--- src/rtl/mem_arbiter_if.sv ---
// mem_arbiter_if: cache-side memory port (request, write data, 4-beat read response)
interface mem_arbiter_if #(
  parameter int ADDR_BITS = 28,
  parameter int DATA_BITS = 128
);
  logic                   req_valid;
  logic                   req_ready;
  logic [ADDR_BITS-1:0]   req_addr;
  logic                   req_rw;
  logic                   req_data_valid;
  logic                   req_data_ready;
  logic [DATA_BITS-1:0]   req_data_bits;
  logic [DATA_BITS/8-1:0] req_data_mask;
  logic                   resp_valid;
  logic [DATA_BITS-1:0]   resp_data;
  modport master (
    output req_valid, req_addr, req_rw, req_data_valid, req_data_bits, req_data_mask,
    input  req_ready, req_data_ready, resp_valid, resp_data
  );
  modport slave (
    input  req_valid, req_addr, req_rw, req_data_valid, req_data_bits, req_data_mask,
    output req_ready, req_data_ready, resp_valid, resp_data
  );
endinterface

--- src/rtl/mem_arbiter.sv ---
// mem_arbiter: round-robin arbiter of icache/dcache onto one memory port, one transaction outstanding
module mem_arbiter #(
  parameter int ADDR_BITS  = 28,
  parameter int DATA_BITS  = 128,
  parameter int RESP_BEATS = 4
) (
  input  logic          clk,
  input  logic          reset,
  mem_arbiter_if.slave  ic,
  mem_arbiter_if.slave  dc,
  mem_arbiter_if.master mem
);
  localparam int BW = RESP_BEATS > 1 ? $clog2(RESP_BEATS) : 1;
  typedef enum logic [1:0] {IDLE, REQ, RESP} state_t;
  state_t          state, state_n;
  logic            owner, owner_n, last, last_n;
  logic            req_done, req_done_n, data_done, data_done_n;
  logic [BW-1:0]   beat, beat_n;
  logic            o_req_valid, o_rw, o_data_valid, rv, dv, rd, dd;
  assign o_req_valid  = owner ? dc.req_valid      : ic.req_valid;
  assign o_rw         = owner ? dc.req_rw         : ic.req_rw;
  assign o_data_valid = owner ? dc.req_data_valid : ic.req_data_valid;
  assign rv = o_req_valid & ~req_done;
  assign dv = o_data_valid & o_rw & ~data_done;
  assign rd = req_done | (rv & mem.req_ready);
  assign dd = data_done | (dv & mem.req_data_ready);
  always_ff @(posedge clk) begin
    if (reset) begin
      state     <= IDLE;
      owner     <= 1'b0;
      last      <= 1'b0;
      req_done  <= 1'b0;
      data_done <= 1'b0;
      beat      <= '0;
    end else begin
      state     <= state_n;
      owner     <= owner_n;
      last      <= last_n;
      req_done  <= req_done_n;
      data_done <= data_done_n;
      beat      <= beat_n;
    end
  end
  // Reset is treated as IDLE so every valid/ready is low while it is held.
  always_comb begin
    state_n            = state;
    owner_n            = owner;
    last_n             = last;
    req_done_n         = req_done;
    data_done_n        = data_done;
    beat_n             = beat;
    mem.req_valid      = 1'b0;
    mem.req_data_valid = 1'b0;
    mem.req_addr       = owner ? dc.req_addr      : ic.req_addr;
    mem.req_rw         = o_rw;
    mem.req_data_bits  = owner ? dc.req_data_bits : ic.req_data_bits;
    mem.req_data_mask  = owner ? dc.req_data_mask : ic.req_data_mask;
    ic.req_ready       = 1'b0;
    ic.req_data_ready  = 1'b0;
    dc.req_ready       = 1'b0;
    dc.req_data_ready  = 1'b0;
    ic.resp_valid      = 1'b0;
    dc.resp_valid      = 1'b0;
    ic.resp_data       = mem.resp_data;
    dc.resp_data       = mem.resp_data;
    case (reset ? IDLE : state)
      REQ: begin
        mem.req_valid      = rv;
        mem.req_data_valid = dv;
        ic.req_ready       = ~owner & mem.req_ready & ~req_done;
        dc.req_ready       = owner & mem.req_ready & ~req_done;
        ic.req_data_ready  = ~owner & mem.req_data_ready & o_rw & ~data_done;
        dc.req_data_ready  = owner & mem.req_data_ready & o_rw & ~data_done;
        if (!o_rw) begin
          if (rv && mem.req_ready) state_n = RESP;
        end else begin
          req_done_n  = rd;
          data_done_n = dd;
          if (rd && dd) begin
            last_n  = owner;
            state_n = IDLE;
          end
        end
      end
      RESP: begin
        ic.resp_valid = mem.resp_valid & ~owner;
        dc.resp_valid = mem.resp_valid & owner;
        if (mem.resp_valid) begin
          beat_n = beat + BW'(1);
          if (beat == BW'(RESP_BEATS - 1)) begin
            last_n  = owner;
            state_n = IDLE;
          end
        end
      end
      default: begin
        if (ic.req_valid || dc.req_valid) begin
          owner_n     = (ic.req_valid && dc.req_valid) ? ~last : dc.req_valid;
          req_done_n  = 1'b0;
          data_done_n = 1'b0;
          beat_n      = '0;
          state_n     = REQ;
        end
      end
    endcase
  end
endmodule

--- src/flat_wrapper.sv ---
// flat-port wrapper written by rule: the top's interface ports become plain ports
module mem_arbiter_flat 
#(
  parameter int ADDR_BITS  = 28,
  parameter int DATA_BITS  = 128,
  parameter int RESP_BEATS = 4
)
  (clk, reset, ic_req_valid, ic_req_addr, ic_req_rw, ic_req_data_valid, ic_req_data_bits, ic_req_data_mask, ic_req_ready, ic_req_data_ready, ic_resp_valid, ic_resp_data, dc_req_valid, dc_req_addr, dc_req_rw, dc_req_data_valid, dc_req_data_bits, dc_req_data_mask, dc_req_ready, dc_req_data_ready, dc_resp_valid, dc_resp_data, mem_req_valid, mem_req_addr, mem_req_rw, mem_req_data_valid, mem_req_data_bits, mem_req_data_mask, mem_req_ready, mem_req_data_ready, mem_resp_valid, mem_resp_data);
  mem_arbiter_if #(.ADDR_BITS(ADDR_BITS), .DATA_BITS(DATA_BITS)) ic_i ();
  mem_arbiter_if #(.ADDR_BITS(ADDR_BITS), .DATA_BITS(DATA_BITS)) dc_i ();
  mem_arbiter_if #(.ADDR_BITS(ADDR_BITS), .DATA_BITS(DATA_BITS)) mem_i ();
  input  logic clk;
  input  logic reset;
  input wire logic [$bits(ic_i.req_valid)-1:0] ic_req_valid;
  input wire logic [$bits(ic_i.req_addr)-1:0] ic_req_addr;
  input wire logic [$bits(ic_i.req_rw)-1:0] ic_req_rw;
  input wire logic [$bits(ic_i.req_data_valid)-1:0] ic_req_data_valid;
  input wire logic [$bits(ic_i.req_data_bits)-1:0] ic_req_data_bits;
  input wire logic [$bits(ic_i.req_data_mask)-1:0] ic_req_data_mask;
  output wire logic [$bits(ic_i.req_ready)-1:0] ic_req_ready;
  output wire logic [$bits(ic_i.req_data_ready)-1:0] ic_req_data_ready;
  output wire logic [$bits(ic_i.resp_valid)-1:0] ic_resp_valid;
  output wire logic [$bits(ic_i.resp_data)-1:0] ic_resp_data;
  input wire logic [$bits(dc_i.req_valid)-1:0] dc_req_valid;
  input wire logic [$bits(dc_i.req_addr)-1:0] dc_req_addr;
  input wire logic [$bits(dc_i.req_rw)-1:0] dc_req_rw;
  input wire logic [$bits(dc_i.req_data_valid)-1:0] dc_req_data_valid;
  input wire logic [$bits(dc_i.req_data_bits)-1:0] dc_req_data_bits;
  input wire logic [$bits(dc_i.req_data_mask)-1:0] dc_req_data_mask;
  output wire logic [$bits(dc_i.req_ready)-1:0] dc_req_ready;
  output wire logic [$bits(dc_i.req_data_ready)-1:0] dc_req_data_ready;
  output wire logic [$bits(dc_i.resp_valid)-1:0] dc_resp_valid;
  output wire logic [$bits(dc_i.resp_data)-1:0] dc_resp_data;
  output wire logic [$bits(mem_i.req_valid)-1:0] mem_req_valid;
  output wire logic [$bits(mem_i.req_addr)-1:0] mem_req_addr;
  output wire logic [$bits(mem_i.req_rw)-1:0] mem_req_rw;
  output wire logic [$bits(mem_i.req_data_valid)-1:0] mem_req_data_valid;
  output wire logic [$bits(mem_i.req_data_bits)-1:0] mem_req_data_bits;
  output wire logic [$bits(mem_i.req_data_mask)-1:0] mem_req_data_mask;
  input wire logic [$bits(mem_i.req_ready)-1:0] mem_req_ready;
  input wire logic [$bits(mem_i.req_data_ready)-1:0] mem_req_data_ready;
  input wire logic [$bits(mem_i.resp_valid)-1:0] mem_resp_valid;
  input wire logic [$bits(mem_i.resp_data)-1:0] mem_resp_data;
  assign ic_i.req_valid = ic_req_valid;
  assign ic_i.req_addr = ic_req_addr;
  assign ic_i.req_rw = ic_req_rw;
  assign ic_i.req_data_valid = ic_req_data_valid;
  assign ic_i.req_data_bits = ic_req_data_bits;
  assign ic_i.req_data_mask = ic_req_data_mask;
  assign ic_req_ready = ic_i.req_ready;
  assign ic_req_data_ready = ic_i.req_data_ready;
  assign ic_resp_valid = ic_i.resp_valid;
  assign ic_resp_data = ic_i.resp_data;
  assign dc_i.req_valid = dc_req_valid;
  assign dc_i.req_addr = dc_req_addr;
  assign dc_i.req_rw = dc_req_rw;
  assign dc_i.req_data_valid = dc_req_data_valid;
  assign dc_i.req_data_bits = dc_req_data_bits;
  assign dc_i.req_data_mask = dc_req_data_mask;
  assign dc_req_ready = dc_i.req_ready;
  assign dc_req_data_ready = dc_i.req_data_ready;
  assign dc_resp_valid = dc_i.resp_valid;
  assign dc_resp_data = dc_i.resp_data;
  assign mem_req_valid = mem_i.req_valid;
  assign mem_req_addr = mem_i.req_addr;
  assign mem_req_rw = mem_i.req_rw;
  assign mem_req_data_valid = mem_i.req_data_valid;
  assign mem_req_data_bits = mem_i.req_data_bits;
  assign mem_req_data_mask = mem_i.req_data_mask;
  assign mem_i.req_ready = mem_req_ready;
  assign mem_i.req_data_ready = mem_req_data_ready;
  assign mem_i.resp_valid = mem_resp_valid;
  assign mem_i.resp_data = mem_resp_data;
  mem_arbiter #(.ADDR_BITS(ADDR_BITS), .DATA_BITS(DATA_BITS), .RESP_BEATS(RESP_BEATS)) u_core (.clk(clk), .reset(reset), .ic(ic_i), .dc(dc_i), .mem(mem_i));
endmodule
--- config.mk ---
export PLATFORM = sky130hd
export DESIGN_NAME = mem_arbiter_flat
export DESIGN_NICKNAME = d
export VERILOG_FILES = /design/src/rtl/mem_arbiter_if.sv /design/src/rtl/mem_arbiter.sv /design/src/flat_wrapper.sv
export SDC_FILE = /design/constraint.sdc
export NUM_CORES = 1
export LEC_CHECK = 0
export BUFFER_PORTS_ARGS = -buffer_cell sky130_fd_sc_hd__buf_4
export CAP_MARGIN = 20
export CORE_AREA = 2 2 353 355
export CTS_CLUSTER_DIAMETER = 50
export CTS_CLUSTER_SIZE = 25
export DETAILED_ROUTE_END_ITERATION = 6
export DIE_AREA = 0 0 355 357
export RECOVER_POWER = 100
export SLEW_MARGIN = 20
export SYNTH_ARGS = -nofsm -noshare
export SYNTH_HDL_FRONTEND = slang
export SYNTH_SLANG_ARGS = --single-unit
--- constraint.sdc ---
create_clock -name clk -period 6.4 [get_ports clk]
set_clock_uncertainty 0.2 [all_clocks]
set_input_delay 0.64 -clock clk [delete_from_list [all_inputs] [get_ports clk]]
set_output_delay 0.64 -clock clk [all_outputs]
set_load 0.05 [all_outputs]
==> metrics.cfg <==
[setup_path]
worst-path-buf-inv=2
crit_path_end_kind=primary output
crit_family=flip-flops
critPathMaxStageDelay_ns=1.63
crit_path_max_fanout=94
required_ns=5.56
crit_chain=buf_12 > mux2_2 > clkbuf_1
cp.arrival_ns=3.66
path_class=flop to primary output
slowest_stage=dfxtp_1
cp-start-kind=flop

[synth]
synth_fa_ha_area_frac=0.00818
ys_seq_area_frac=0.0349
ys_warn_count=0
synth_cell_types=30
muxShareOfSynthArea=0.433
syn_avg_cell_area_um2=8.67
syn_nets=1015
synth_seq_cells=8
synth_xor_area_frac=0
synth_top_family_by_area=buffers and inverters
synth_compound_area_frac=0.0300
netlist_area_um2=4590
synthSimpleGateAreaFrac=0.0475
synth_cells=529

[floorplan]
start_util=0.0373
rows=129
ios=920
core_area_um2=123000
die_h_um=357
die_w_um=355
dieArea_um2=127000

[drt]
dr.pass1.iters=4
drt_iter0_drc=124
vias=5074
routed_wl_mm=70.4
ant_nets=0
wl_per_cell_um=28.9
avgViaCountPerCell=2.08
drc=0

[timing]
fin_crit_ns=4.50
rsz0062_at_grt=false
timing.final.crit_share=0.703
slew_headroom=-0.315
slew_violations=40
setup_viol=0
holdWs_ns=0.256
fmax_mhz=222
hold_viol_final=0
worst_slew_pin_slew_ns=1.97
final.setup.tns_ns=0

[power]
p_comb_frac=0.852
seq_power_share=0.054
p_clk_frac=0.094
cell_internal_pwr_uw=442
peakVddDrop_uv=70.7
p_sw_uw=714
leakagePower_uw=0.00294
switching_share=0.617
p_per_area_nw_per_um2=142
p_total_uw=1160

[global_routing]
use_met2=0.155
use_met1=0.100
grt_pass1_vias=4905
grt_max_degree=95
grt_util_all_layers=0.104
grt.busiest_layer=met2
grt_overflow_total=0
grt_pass1_wl_mm=78.6
antenna_found_initial=60
use_met3=0.111

[cts]
cts_hold_buf=0
htree_levels=1
cts_setup_buffers=0
cts_inserted_buffers=3
cts_resized=0
clk_latency_ns=0.23
clkTransAtPathRegs_ns=0.04
cts_sinks=8
cts.path.max_buffers=2
cts_tree=done
cts-root-buf=clkbuf_16

[cells_and_area]
syn2layout_area_growth_pct=77.3
nNetsFinal=1279
final_area_um2=8130
drive_above_1_share=0.681
instances_no_fill=2436

[placement]
hpwl_mm=67.0
post_dp_cell_area_um2=8650
dp.cells=2425
gp_congestion=0.804
io_buffers=535

[outcome]
status=complete, but fails checks
violations=capacitance limit, slew limit

[flow_run]
maxCapViolCount=1

[min_path]
hold_path.class=flop to flop

## power by group through the flow
stage	Clock, uW	Sequential, uW	Combinational (uW)
2_1_floorplan	0	53.9	1020
3_3_place_gp	0	63.8	1100
3_5_place_dp	0	64.2	1100
4_1_cts	110	63.4	1110
5_1_grt	114	64.1	1040
6_report	109	62.3	985
## worst reg2reg max path, stage by stage, from the launching register on
cell       delay [ns]
dfxtp_1          1.63
mux2i_1          0.40
and2_1           0.29
a2111oi_0        0.76
mux2i_1          0.25
## final cells by class
| cell class | count | area [um2] |
|---|---|---|
| well taps | 1637 | 2050 |
| diodes | 7 | 17.5 |
| fillers | 14700 | 115000 |
| multi-input cells | 239 | 2360 |
| flip-flops and latches | 8 | 160 |
| inverters | 4 | 15.0 |
| clock buffers | 4 | 78.8 |
| repair buffers | 537 | 3460 |
## flip-flops by register name, summed over array words and instances, names as in the netlist
signal	count
u_core.beat	2
u_core.state	2
u_core.data_done	1
u_core.last	1
u_core.owner	1
u_core.req_done	1
## stage by stage
stage	utilization	worst slack, ns
after floorplan	-	3.02
after global routing	0.0661	1.54
after detailed placement	0.0703	3.26
final	0.0661	1.90
after CTS	0.0710	3.14
after global placement	0.0703	3.29
## synthesized netlist by cell type (all sizes together)
| master | instances | share of area |
|---|---|---|
| a2111oi | 1 | 0.0060 |
| a21boi | 1 | 0.0016 |
| a21oi | 4 | 0.0044 |
| a311o | 1 | 0.0022 |
| a311oi | 1 | 0.0033 |
| a32oi | 2 | 0.0038 |
| and2 | 2 | 0.0027 |
| and3 | 2 | 0.0027 |
| buf | 275 | 0.44 |
| clkbuf | 3 | 0.0025 |
| dfxtp | 8 | 0.035 |
| ha | 3 | 0.0082 |
| inv | 4 | 0.0033 |
| mux2 | 173 | 0.42 |
| mux2i | 4 | 0.0087 |
| nand2 | 12 | 0.0098 |
| nand2b | 7 | 0.0095 |
| nand3b | 1 | 0.0016 |
| nor2 | 8 | 0.0065 |
| nor2b | 4 | 0.0055 |
| nor3 | 1 | 0.0011 |
| nor3b | 3 | 0.0049 |
| o21ai | 5 | 0.0055 |
| o22a | 1 | 0.0019 |
| o22ai | 1 | 0.0014 |
| or2 | 1 | 0.0014 |
| or4 | 1 | 0.0016 |
## metal layers
| layer | part of all wire | routed length (um) | up-vias |
|---|---|---|---|
| met4 | 0.014 | 987 | 64 |
| met5 | 0.0095 | 668 | - |
| met2 | 0.42 | 29400 | 691 |
| met1 | 0.33 | 23100 | 2146 |
| met3 | 0.23 | 16200 | 114 |
| li1 | - | - | 2059 |
## logic make-up (layout without fill, tap and decap cells)
logic type	after synthesis	count (layout)
and+or+nand+nor	42	42
buffers and inverters	282	545
AOI/OAI and AO/OA	17	17
adders and majority gates	3	3
other	0	7
DFF	8	8
muxes	177	177
## worst paths after layout
path | startpoint | end | slack (ns) | depth (start not counted)
min reg2reg | u_core.data_done | u_core.data_done | 0.26 | 2
min | u_core.data_done | u_core.data_done | 0.26 | 2
max | u_core.owner | mem_req_addr[4] | 1.90 | 3
max reg2reg | u_core.owner | u_core.last | 2.79 | 4
## placed cells by master (no fill, tap or decap), types with 5 or more instances in the layout
cell type  Yosys  final
clkbuf_1       3    157
mux2_1         1     19
dfxtp_1        8      8
o21ai_0        5      5
buf_4        257    380
diode_2        0      7
nand2_1       12     12
nand2b_1       7      7
mux2_2       172    154
nor2_1         8      8
Note: power is estimated with default switching activity, not from simulation.
